File: src/rtl/pipelined_cla_adder.sv
// Pipelined carry-lookahead adder/subtractor: one 4-bit CLA group per stage, group carry registered
// between stages, valid/ready handshake with full-pipeline stall. WIDTH must be a multiple of 4.
module pipelined_cla_adder #(
  parameter int WIDTH = 16
) (
  input  logic             clk,
  input  logic             rst,
  // Handshake: a beat moves on an edge where valid & ready. Producers hold their beat and data
  // until then; in_ready drops only while a result is presented and not taken.
  input  logic             in_valid,
  output logic             in_ready,
  input  logic [WIDTH-1:0] a,
  input  logic [WIDTH-1:0] b,
  input  logic             cin,
  input  logic             sub,
  output logic             out_valid,
  input  logic             out_ready,
  output logic [WIDTH-1:0] sum,
  output logic             cout,
  output logic             ovf
);

  localparam int NGRP = WIDTH / 4;

  logic             w_stall;
  logic [WIDTH-1:0] w_bx;
  logic             w_c0;
  logic             r_ovf;

  assign w_stall  = out_valid & ~out_ready;
  assign in_ready = ~w_stall;
  assign w_bx     = sub ? ~b : b;
  assign w_c0     = sub | cin;

  // Operand skew: stage k keeps only the groups that later stages still need, shifted down so
  // the next group to consume always sits in bits [3:0].
  for (genvar k = 0; k < NGRP - 1; k++) begin : g_skew
    localparam int RW = WIDTH - 4 * (k + 1);
    logic [RW-1:0] r_a;
    logic [RW-1:0] r_bx;
    logic [RW-1:0] w_a_nx;
    logic [RW-1:0] w_bx_nx;

    if (k == 0) begin : g_src
      assign w_a_nx  = a[WIDTH-1:4];
      assign w_bx_nx = w_bx[WIDTH-1:4];
    end else begin : g_src
      assign w_a_nx  = g_skew[k-1].r_a[RW+3:4];
      assign w_bx_nx = g_skew[k-1].r_bx[RW+3:4];
    end

    always_ff @(posedge clk) begin
      if (rst) begin
        r_a  <= '0;
        r_bx <= '0;
      end else if (!w_stall) begin
        r_a  <= w_a_nx;
        r_bx <= w_bx_nx;
      end
    end
  end

  for (genvar k = 0; k < NGRP; k++) begin : g_stage
    logic [4*(k+1)-1:0] r_sum;
    logic               r_cy;
    logic               r_vld;
    logic [4*(k+1)-1:0] w_sum_nx;
    logic [3:0]         w_ga;
    logic [3:0]         w_gb;
    logic [3:0]         w_g;
    logic [3:0]         w_p;
    logic [4:0]         w_c;
    logic               w_ci;
    logic               w_vi;

    if (k == 0) begin : g_src
      assign w_ga     = a[3:0];
      assign w_gb     = w_bx[3:0];
      assign w_ci     = w_c0;
      assign w_vi     = in_valid;
      assign w_sum_nx = w_p ^ w_c[3:0];
    end else begin : g_src
      assign w_ga     = g_skew[k-1].r_a[3:0];
      assign w_gb     = g_skew[k-1].r_bx[3:0];
      assign w_ci     = g_stage[k-1].r_cy;
      assign w_vi     = g_stage[k-1].r_vld;
      assign w_sum_nx = {w_p ^ w_c[3:0], g_stage[k-1].r_sum};
    end

    assign w_g    = w_ga & w_gb;
    assign w_p    = w_ga ^ w_gb;
    assign w_c[0] = w_ci;
    assign w_c[1] = w_g[0] | (w_p[0] & w_ci);
    assign w_c[2] = w_g[1] | (w_p[1] & w_g[0]) | (w_p[1] & w_p[0] & w_ci);
    assign w_c[3] = w_g[2] | (w_p[2] & w_g[1]) | (w_p[2] & w_p[1] & w_g[0])
                  | (w_p[2] & w_p[1] & w_p[0] & w_ci);
    assign w_c[4] = w_g[3] | (w_p[3] & w_g[2]) | (w_p[3] & w_p[2] & w_g[1])
                  | (w_p[3] & w_p[2] & w_p[1] & w_g[0])
                  | (w_p[3] & w_p[2] & w_p[1] & w_p[0] & w_ci);

    // Bubbles advance like data; the whole pipe freezes together on a stall.
    always_ff @(posedge clk) begin
      if (rst) begin
        r_sum <= '0;
        r_cy  <= 1'b0;
        r_vld <= 1'b0;
      end else if (!w_stall) begin
        r_sum <= w_sum_nx;
        r_cy  <= w_c[4];
        r_vld <= w_vi;
      end
    end
  end

  // Signed overflow: carry into the MSB differs from carry out of it.
  always_ff @(posedge clk) begin
    if (rst) begin
      r_ovf <= 1'b0;
    end else if (!w_stall) begin
      r_ovf <= g_stage[NGRP-1].w_c[3] ^ g_stage[NGRP-1].w_c[4];
    end
  end

  assign out_valid = g_stage[NGRP-1].r_vld;
  assign sum       = g_stage[NGRP-1].r_sum;
  assign cout      = g_stage[NGRP-1].r_cy;
  assign ovf       = r_ovf;

endmodule

File: config.mk
export PLATFORM = sky130hd
export DESIGN_NAME = pipelined_cla_adder
export DESIGN_NICKNAME = d
export VERILOG_FILES = /design/src/rtl/pipelined_cla_adder.sv
export SDC_FILE = /design/constraint.sdc
export NUM_CORES = 1
export LEC_CHECK = 0
export BUFFER_PORTS_ARGS = -buffer_cell sky130_fd_sc_hd__buf_4
export CAP_MARGIN = 20
export CORE_ASPECT_RATIO = 1.1
export CORE_MARGIN = 4
export CORE_UTILIZATION = 50
export DETAILED_ROUTE_END_ITERATION = 8
export GPL_TIMING_DRIVEN = 1
export HOLD_SLACK_MARGIN = 0.08
export PLACE_DENSITY = 0.71
export SETUP_SLACK_MARGIN = 0.15
export SYNTH_ARGS = -nofsm -noshare
export SYNTH_HDL_FRONTEND = slang
export SYNTH_SLANG_ARGS = --single-unit
File: constraint.sdc
create_clock -name clk -period 2.1 [get_ports clk]
set_clock_uncertainty 0.1 [all_clocks]
set_input_delay 0.315 -clock clk [delete_from_list [all_inputs] [get_ports clk]]
set_output_delay 0.315 -clock clk [all_outputs]
set_load 0.02 [all_outputs]
==> results.md, run 1 <==
* Status: finished clean
* Clock power share at 0.302
* Critical Path Fanout Max at 4
* Area of the core at 8080 µm²
* Final setup TNS at 0 ps
* Slew Viols, Final at 0
* Worst Path Arrival at 1830 ps
* CP max stage cell: dfxtp_1
* CP endpoint kind: flop
* Crit path cell chain: ha_1 -> a211oi_1 -> nor2_1 -> or3_1 -> a21oi_1
* Number of DRC markers in iteration 0 at 116
* Die Height at 104 µm
* Post-synth top area share at 0.460
* Post-synthesis cell area at 4220 µm²
* Most common cell after layout, fill and taps aside: nand2_1
* Global Route Usage Sum at 0.175
* Vias in the first global route at 3071
* Total power at 3.58 mW
* Count of final setup violators at 0
* Row cnt at 34
* Overflow after GRT at 0
* CTS clk-pin slew, worst paths at 90 ps
* Clock Latency Late Sink at 350 ps
* Startpoint Class: flop
* Final ANT Viol Nets at 0
* Number of flops mapped to enable cells by yosys at 0
* DP HPWL at 5660 µm
* Number of buffers created by CTS at 9
* Area grow syn2layout at 14.7%
* Share of layout cells above drive strength 1 at 0.191
* Leakage at 1.99 nW
* Net Switching at 0.928 mW
* Max Fclk at 604 MHz
* Total clock sinks at 97
* Sequential area share after synthesis at 0.460
* Post-Syn Area per Cell at 8.69 µm²
* Tmin final at 1660 ps
* Mapped Nets at 545
* Asr flop ratio synth at 0
* Pin count of the biggest net entering global routing at 90
* Worst slew pin tran at 569 ps
* CTS Root Cell: clkbuf_8
* Maxcap violations at 0
* Period utilization at 0.788
* Placer Congestion at 0.842
* Htree depth at 3
* Die ar. at 9980 µm²
* Hold-fix buffers, CTS at 0
* Initial Utilization at 0.523
* Post-CTS setup buffers at 0
* CTS tree: done
* Top cells by area, synth: dfxtp_1 (46%), nand2_1 (12%), a21oi_1 (8.2%)
* Syn Inst Count at 486
* Chip width at 95.6 µm
* IO Count at 58
* Critical Path RT at 2270 ps
* Fillers at 746
* Post-synthesis cell type with the largest combined area: dfxtp_1
* Drt via density at 5.16
* Crit-path max cell delay at 420 ps
* Slew headroom at 0.621
* Synth cell types at 36
* Net Sw Frac at 0.259
* CTS max path bufs at 2
* Top FF cell, synth: dfxtp_1
* Yosys warns at 0
* # nets final at 588
* CTS resizes at 0
* First-pass GRT wire length at 14100 µm
* DRT Wirelength at 8210 µm
* Peak VDD IR at 0.000390 V
* Cell area power density at 739 nW/µm²
* # diodes at 0
* Final hold vios at 0
* PortBufs at 57
* Initial antenna violation count at 0
* Critical path class: flop to flop
* Wire per inst at 12.8 µm
* RSZ-0062 raised after global routing: no
* DR vias at 3308
* Most frequent cells in the layout: nand2_1 (136), dfxtp_1 (97), a21oi_1 (69)
* Seq pwr share at 0.566
* TritonRoute pass-1 iters at 4
* #FFs+latches synth at 97
* # DRC at 0
* Logic pwr share at 0.131
* Power Internal at 2.65 mW
* Min-Delay Path Class: input pin to flop
## cell families (layout without fill, tap and decap cells)
family,after synthesis,in the layout,synth area share
AND/OR/NAND/NOR,190,190,0.184
flip-flops,97,97,0.460
adder cells (fa/ha/maj),21,21,0.0693
XOR/XNOR,21,21,0.0435
AO/OA/AOI/OAI,115,115,0.184
multiplexers,1,1,0.00237
buffers and inverters,41,88,0.0572
## per-stage QoR
step,utilization,instances,setup WS [ps],cell area (µm²),hold WS [ps]
2_1_floorplan,-,486,155,4220,332
3_3_place_gp,0.578,626,310,4670,340
3_5_place_dp,0.578,626,210,4670,345
4_1_cts,0.600,641,428,4850,102
5_1_grt,0.600,641,288,4850,91.1
6_report,0.600,641,445,4850,111
## power by group through the flow
stage	Combinational [mW]	Clock [mW]	Sequential, mW
floorplan	0.320	0	2.07
finish	0.470	1.08	2.03
global route	0.533	1.19	2.04
CTS	0.475	1.10	2.03
global placement	0.459	0	2.07
detailed placement	0.473	0	2.07
## metal layers
metal | global-route usage | share of wire
met5 | 0 | 0
met4 | 0.0498 | 0.015
met1 | 0.245 | 0.47
met3 | 0.0449 | 0.051
met2 | 0.265 | 0.46
## synthesized netlist by cell type, types with 7 or more instances
| master | number |
|---|---|
| a211oi_2 | 16 |
| a211oi_1 | 13 |
| o21ai_0 | 7 |
| buf_1 | 7 |
| buf_2 | 14 |
| buf_4 | 7 |
| dfxtp_1 | 97 |
| a21oi_1 | 69 |
| ha_1 | 17 |
| nor2_1 | 31 |
| xnor2_1 | 16 |
| nand2_1 | 136 |
## flip-flops by register name, indices dropped and copies added (netlist names)
register and count:
sum 16, ovf 1, out_valid 1, g_skew.r_bx 24, g_skew.r_a 24, cout 1
g_stage.r_sum 24, g_stage.r_cy 3, g_stage.r_vld 3
## path summary, 6_finish.rpt
kind	startpoint	to	slack, ps	cells past startpoint
worst min-delay path	a[10]	g_skew[0].r_a[6]	110	3
worst max-delay path	g_skew[1].r_a[0]	g_stage[2].r_sum[10]	440	5
worst min register to register	g_skew[0].r_bx[7]	g_skew[1].r_bx[3]	350	2
worst max register to register	g_skew[1].r_a[0]	g_stage[2].r_sum[10]	440	5
## worst max-delay path, delay by kind of cell (launching register included)
family,cells,cell delay (ps)
AND/OR/NAND/NOR,2,410
flip-flops,1,420
adder cells (fa/ha/maj),1,280
AO/OA/AOI/OAI,2,370
## layout make-up
type                            instances  area (µm²)  area share
Tap cell                              108         135      0.0279
Clock buffer                           11         141      0.0292
Clock inverter                          4        30.0     0.00620
Timing Repair Buffer                   66         520       0.107
Sequential cell                        97        1940       0.401
Multi-Input combinational cell        348        2050       0.423
Inverter                                7        28.8     0.00594
(Power assumes the default switching activity.)
==> run 2: changes to the inputs <==
--- a/config.mk
+++ b/config.mk
@@ -5,6 +5,7 @@
 export SDC_FILE = /design/constraint.sdc
 export NUM_CORES = 1
 export LEC_CHECK = 0
+export ABC_AREA = 1
 export BUFFER_PORTS_ARGS = -buffer_cell sky130_fd_sc_hd__buf_4
 export CAP_MARGIN = 20
 export CORE_ASPECT_RATIO = 1.1
@@ -13,7 +14,7 @@
 export DETAILED_ROUTE_END_ITERATION = 8
 export GPL_TIMING_DRIVEN = 1
 export HOLD_SLACK_MARGIN = 0.08
-export PLACE_DENSITY = 0.71
+export PLACE_DENSITY = 0.74
 export SETUP_SLACK_MARGIN = 0.15
 export SYNTH_ARGS = -nofsm -noshare
 export SYNTH_HDL_FRONTEND = slang
==> constraint.sdc (replaced) <==
create_clock -name clk -period 1.5 [get_ports clk]
set_clock_uncertainty 0.1 [all_clocks]
set_input_delay 0.225 -clock clk [delete_from_list [all_inputs] [get_ports clk]]
set_output_delay 0.225 -clock clk [all_outputs]
set_load 0.02 [all_outputs]
==> results.md, run 2 <==
* Mapped Nets at 614 (+13%)
* Worst slew pin tran at 307 ps (-262 ps)
* IO Count at 58 (unchanged)
* Most common cell after layout, fill and taps aside: nor2_1
* Share of layout cells above drive strength 1 at 0.248 (+0.0567)
* Most frequent cells in the layout: nor2_1 (134), dfxtp_1 (79), buf_4 (70)
* Overflow after GRT at 0 (unchanged)
* Vias in the first global route at 3497 (+14%)
* Startpoint Class: flop
* Top flop regs: g_skew.r_a x24, g_skew.r_bx x24, g_stage.r_sum x24
* Clock Latency Late Sink at 360 ps (about the same)
* #FFs+latches synth at 97 (unchanged)
* Asr flop ratio synth at 0 (unchanged)
* Post-route cell area at 5790 µm² (+20%)
* Final setup TNS at -37.6 ps (-37.6 ps)
* Crit path cell chain: inv_2 -> nor2_4 -> clkinv_4 -> buf_8 -> buf_6
* Die Height at 105 µm (about the same)
* Global Route Usage Sum at 0.194 (+0.0195)
* CTS Root Cell: clkbuf_8
* Maxcap violations at 0 (unchanged)
* Total clock sinks at 97 (unchanged)
* Post-synth top area share at 0.459 (-0.000951)
* CTS tree: done
* # nets final at 707 (+20%)
* Final core occ at 0.717 (+0.117)
* Power Internal at 4.05 mW (+53%)
* Setup WS post-layout at -31.6 ps (-476 ps)
* Placed Area at 4920 µm² (+5.3%)
* Number of DRC markers in iteration 0 at 229 (+97%)
* Final non-filler cell total at 761 (+19%)
* Yosys warns at 0 (unchanged)
* Synth cell types at 23 (-36%)
* PortBufs at 57 (unchanged)
* Critical Path RT at 1170 ps (-1100 ps)
* Leakage at 2.82 nW (+41%)
* Commonest cells post-synth: nor2_1 (137), dfxtp_1 (97), o21ai_0 (88)
* Reg2reg setup slack at -10 ps (-450 ps)
* Chip width at 95.7 µm (about the same)
* Syn Inst Count at 555 (+14%)
* Total power at 5.57 mW (+56%)
* Placer Congestion at 0.847 (+0.52%)
* Period utilization at 1.02
* # diodes at 0 (unchanged)
* Logic pwr share at 0.171 (+0.040)
* Critical path class: flop to primary output
* Top FF cell, synth: dfxtp_1
* RSZ-0062 raised after global routing: yes
* # DRC at 0 (unchanged)
* Sequential area share after synthesis at 0.459 (-0.000951)
* Status: finished, violations left
* Htree depth at 3 (unchanged)
* Final ANT Viol Nets at 0 (unchanged)
* Post-Synth XOR/XNOR Area at 0.0414 (-0.00216)
* CP endpoint kind: primary output
* CTS clk-pin slew, worst paths at 90 ps (about the same)
* Initial Utilization at 0.524 (+0.00108)
* Post-synthesis adder-cell area fraction at 0.0692 (-0.000143)
* CP Buf/Inv Count at 4 (+4)
* DP Cell Count at 702 (+12%)
* Pin count of the biggest net entering global routing at 53 (-41%)
* Top cells by area, synth: dfxtp_1 (46%), nor2_1 (12%), o21ai_0 (10%)
* Tmin final at 1530 ps
* Post-place setup slack at -127 ps (-337 ps)
* Post-synthesis cell area at 4230 µm² (+0.21%)
* CTS max path bufs at 2 (unchanged)
* Cell area power density at 962 nW/µm² (+30%)
* Drt via density at 5.11 (-1.1%)
* Synth Area in Compound Gates at 0.155 (-0.0293)
* Slew Viols, Final at 0 (unchanged)
* Post-Syn Area per Cell at 7.63 µm² (-12%)
* First-pass GRT wire length at 15900 µm (+13%)
* DRT Wirelength at 10500 µm (+28%)
* Most numerous cell in the Yosys netlist: nor2_1
* Max Fclk at 653 MHz
* Count of final setup violators at 2 (+2)
* Main combinational cell family by area after synthesis: simple AND/OR/NAND/NOR gates
* Area grow syn2layout at 36.9%
* Worst Path Arrival at 1210 ps (-620 ps)
* DR vias at 3886 (+17%)
* Number of flops mapped to enable cells by yosys at 0 (unchanged)
* Final hold vios at 0 (unchanged)
* Slew headroom at 0.795 (+0.174)
* Critical Path Fanout Max at 2 (-2)
* Net Sw Frac at 0.274 (+0.0146)
* Number of buffers created by CTS at 9 (unchanged)
* Initial antenna violation count at 0 (unchanged)
* Clock power share at 0.308 (+0.006)
* Area of the core at 8080 µm² (unchanged)
* Worst hold slack at 175 ps (+63.8 ps)
* Wire per inst at 13.8 µm (+7.5%)
* Mux cell area share after synthesis at 0 (-0.00237)
* TritonRoute pass-1 iters at 4 (unchanged)
* Peak VDD IR at 0.000528 V (+35%)
* Crit-path max cell delay at 350 ps (-70 ps)
* Simple-gate portion of the synthesized area at 0.197 (+0.0138)
* Net Switching at 1.53 mW (+65%)
* CP max stage cell: dfxtp_2
* Min-Delay Path Class: input pin to flop
* Die ar. at 10000 µm² (+0.19%)
* Delay-heaviest family, CP: buffers and inverters
* Failing checks: negative setup slack
* Post-synthesis cell type with the largest combined area: dfxtp_1
* Seq pwr share at 0.521 (-0.045)
* DP HPWL at 5790 µm (+2.3%)
* Row cnt at 34 (unchanged)
## run 2: cell types whose count changed in the layout (fill, tap and decap cells not counted), moves of 26 or more
cell           previous run  this run
dlygate4sd3_1             0        26
nor2_1                   31       134
nand2_1                 136        33
o21ai_1                   1        33
inv_1                     6        39
a21oi_1                  69        28
o21ai_0                   7        60
## run 2: worst reg2reg max path, cell delays in order (launching register included)
cell	delay, ps
dfxtp_2	350
inv_2	40
nor2_4	140
clkinv_4	80
buf_4	190
bufbuf_16	300
o21ai_0	160
a21oi_1	50
## run 2: layer usage
| metal | GRT usage | up-vias | share of wire |
|---|---|---|---|
| met2 | 0.312 | 111 | 0.48 |
| met1 | 0.263 | 1776 | 0.44 |
| met3 | 0.0355 | 22 | 0.054 |
| li1 | - | 1977 | - |
| met5 | 0 | - | 0 |
| met4 | 0.0620 | 0 | 0.026 |
## run 2: worst paths after layout
path / from / cells after the start / end
hold reg to reg: g_skew[0].r_a[8] / 2 / g_skew[0].r_a[8]
hold / removal: a[3] / 4 / g_stage[0].r_cy
setup reg to reg: out_valid / 7 / g_stage[2].r_sum[9]
setup / recovery: out_valid / 5 / in_ready
## run 2: area by class of cell
class / count / area (µm²)
clock buffers: 9 / 124
clock inverters: 7 / 76.3
fillers: 611 / 2290
inverters: 45 / 174
multi-input cells: 379 / 2150
flip-flops and latches: 97 / 1970
well taps: 108 / 135
repair buffers: 116 / 1170
## run 2: logic make-up (layout without fill, tap and decap cells)
kind of cell / Yosys count / after routing
XOR/XNOR: 20 / 20
AO/OA/AOI/OAI: 130 / 130
AND/OR/NAND/NOR: 208 / 208
buffers and inverters: 79 / 177
flip-flops: 97 / 97
adder cells (fa/ha/maj): 21 / 21
## run 2: repair_timing
item | in CTS | in global routing
resized for setup | 35 | 46
pin swaps | 6 | 14
hold buffers | 26 | 0
setup endpoints to repair | 44 | 98
buffers inserted | 6 | 3
gates cloned | 2 | 6
hold endpoints to repair | 26 | 0
## run 2: power groups by stage
stage,clock network (mW),registers [mW],logic [mW]
5_1_grt,1.85,2.93,1.06
3_3_place_gp,0,2.94,0.758
3_5_place_dp,0,2.95,0.785
6_report,1.72,2.91,0.954
4_1_cts,1.72,2.90,0.884
2_1_floorplan,0,2.96,0.506
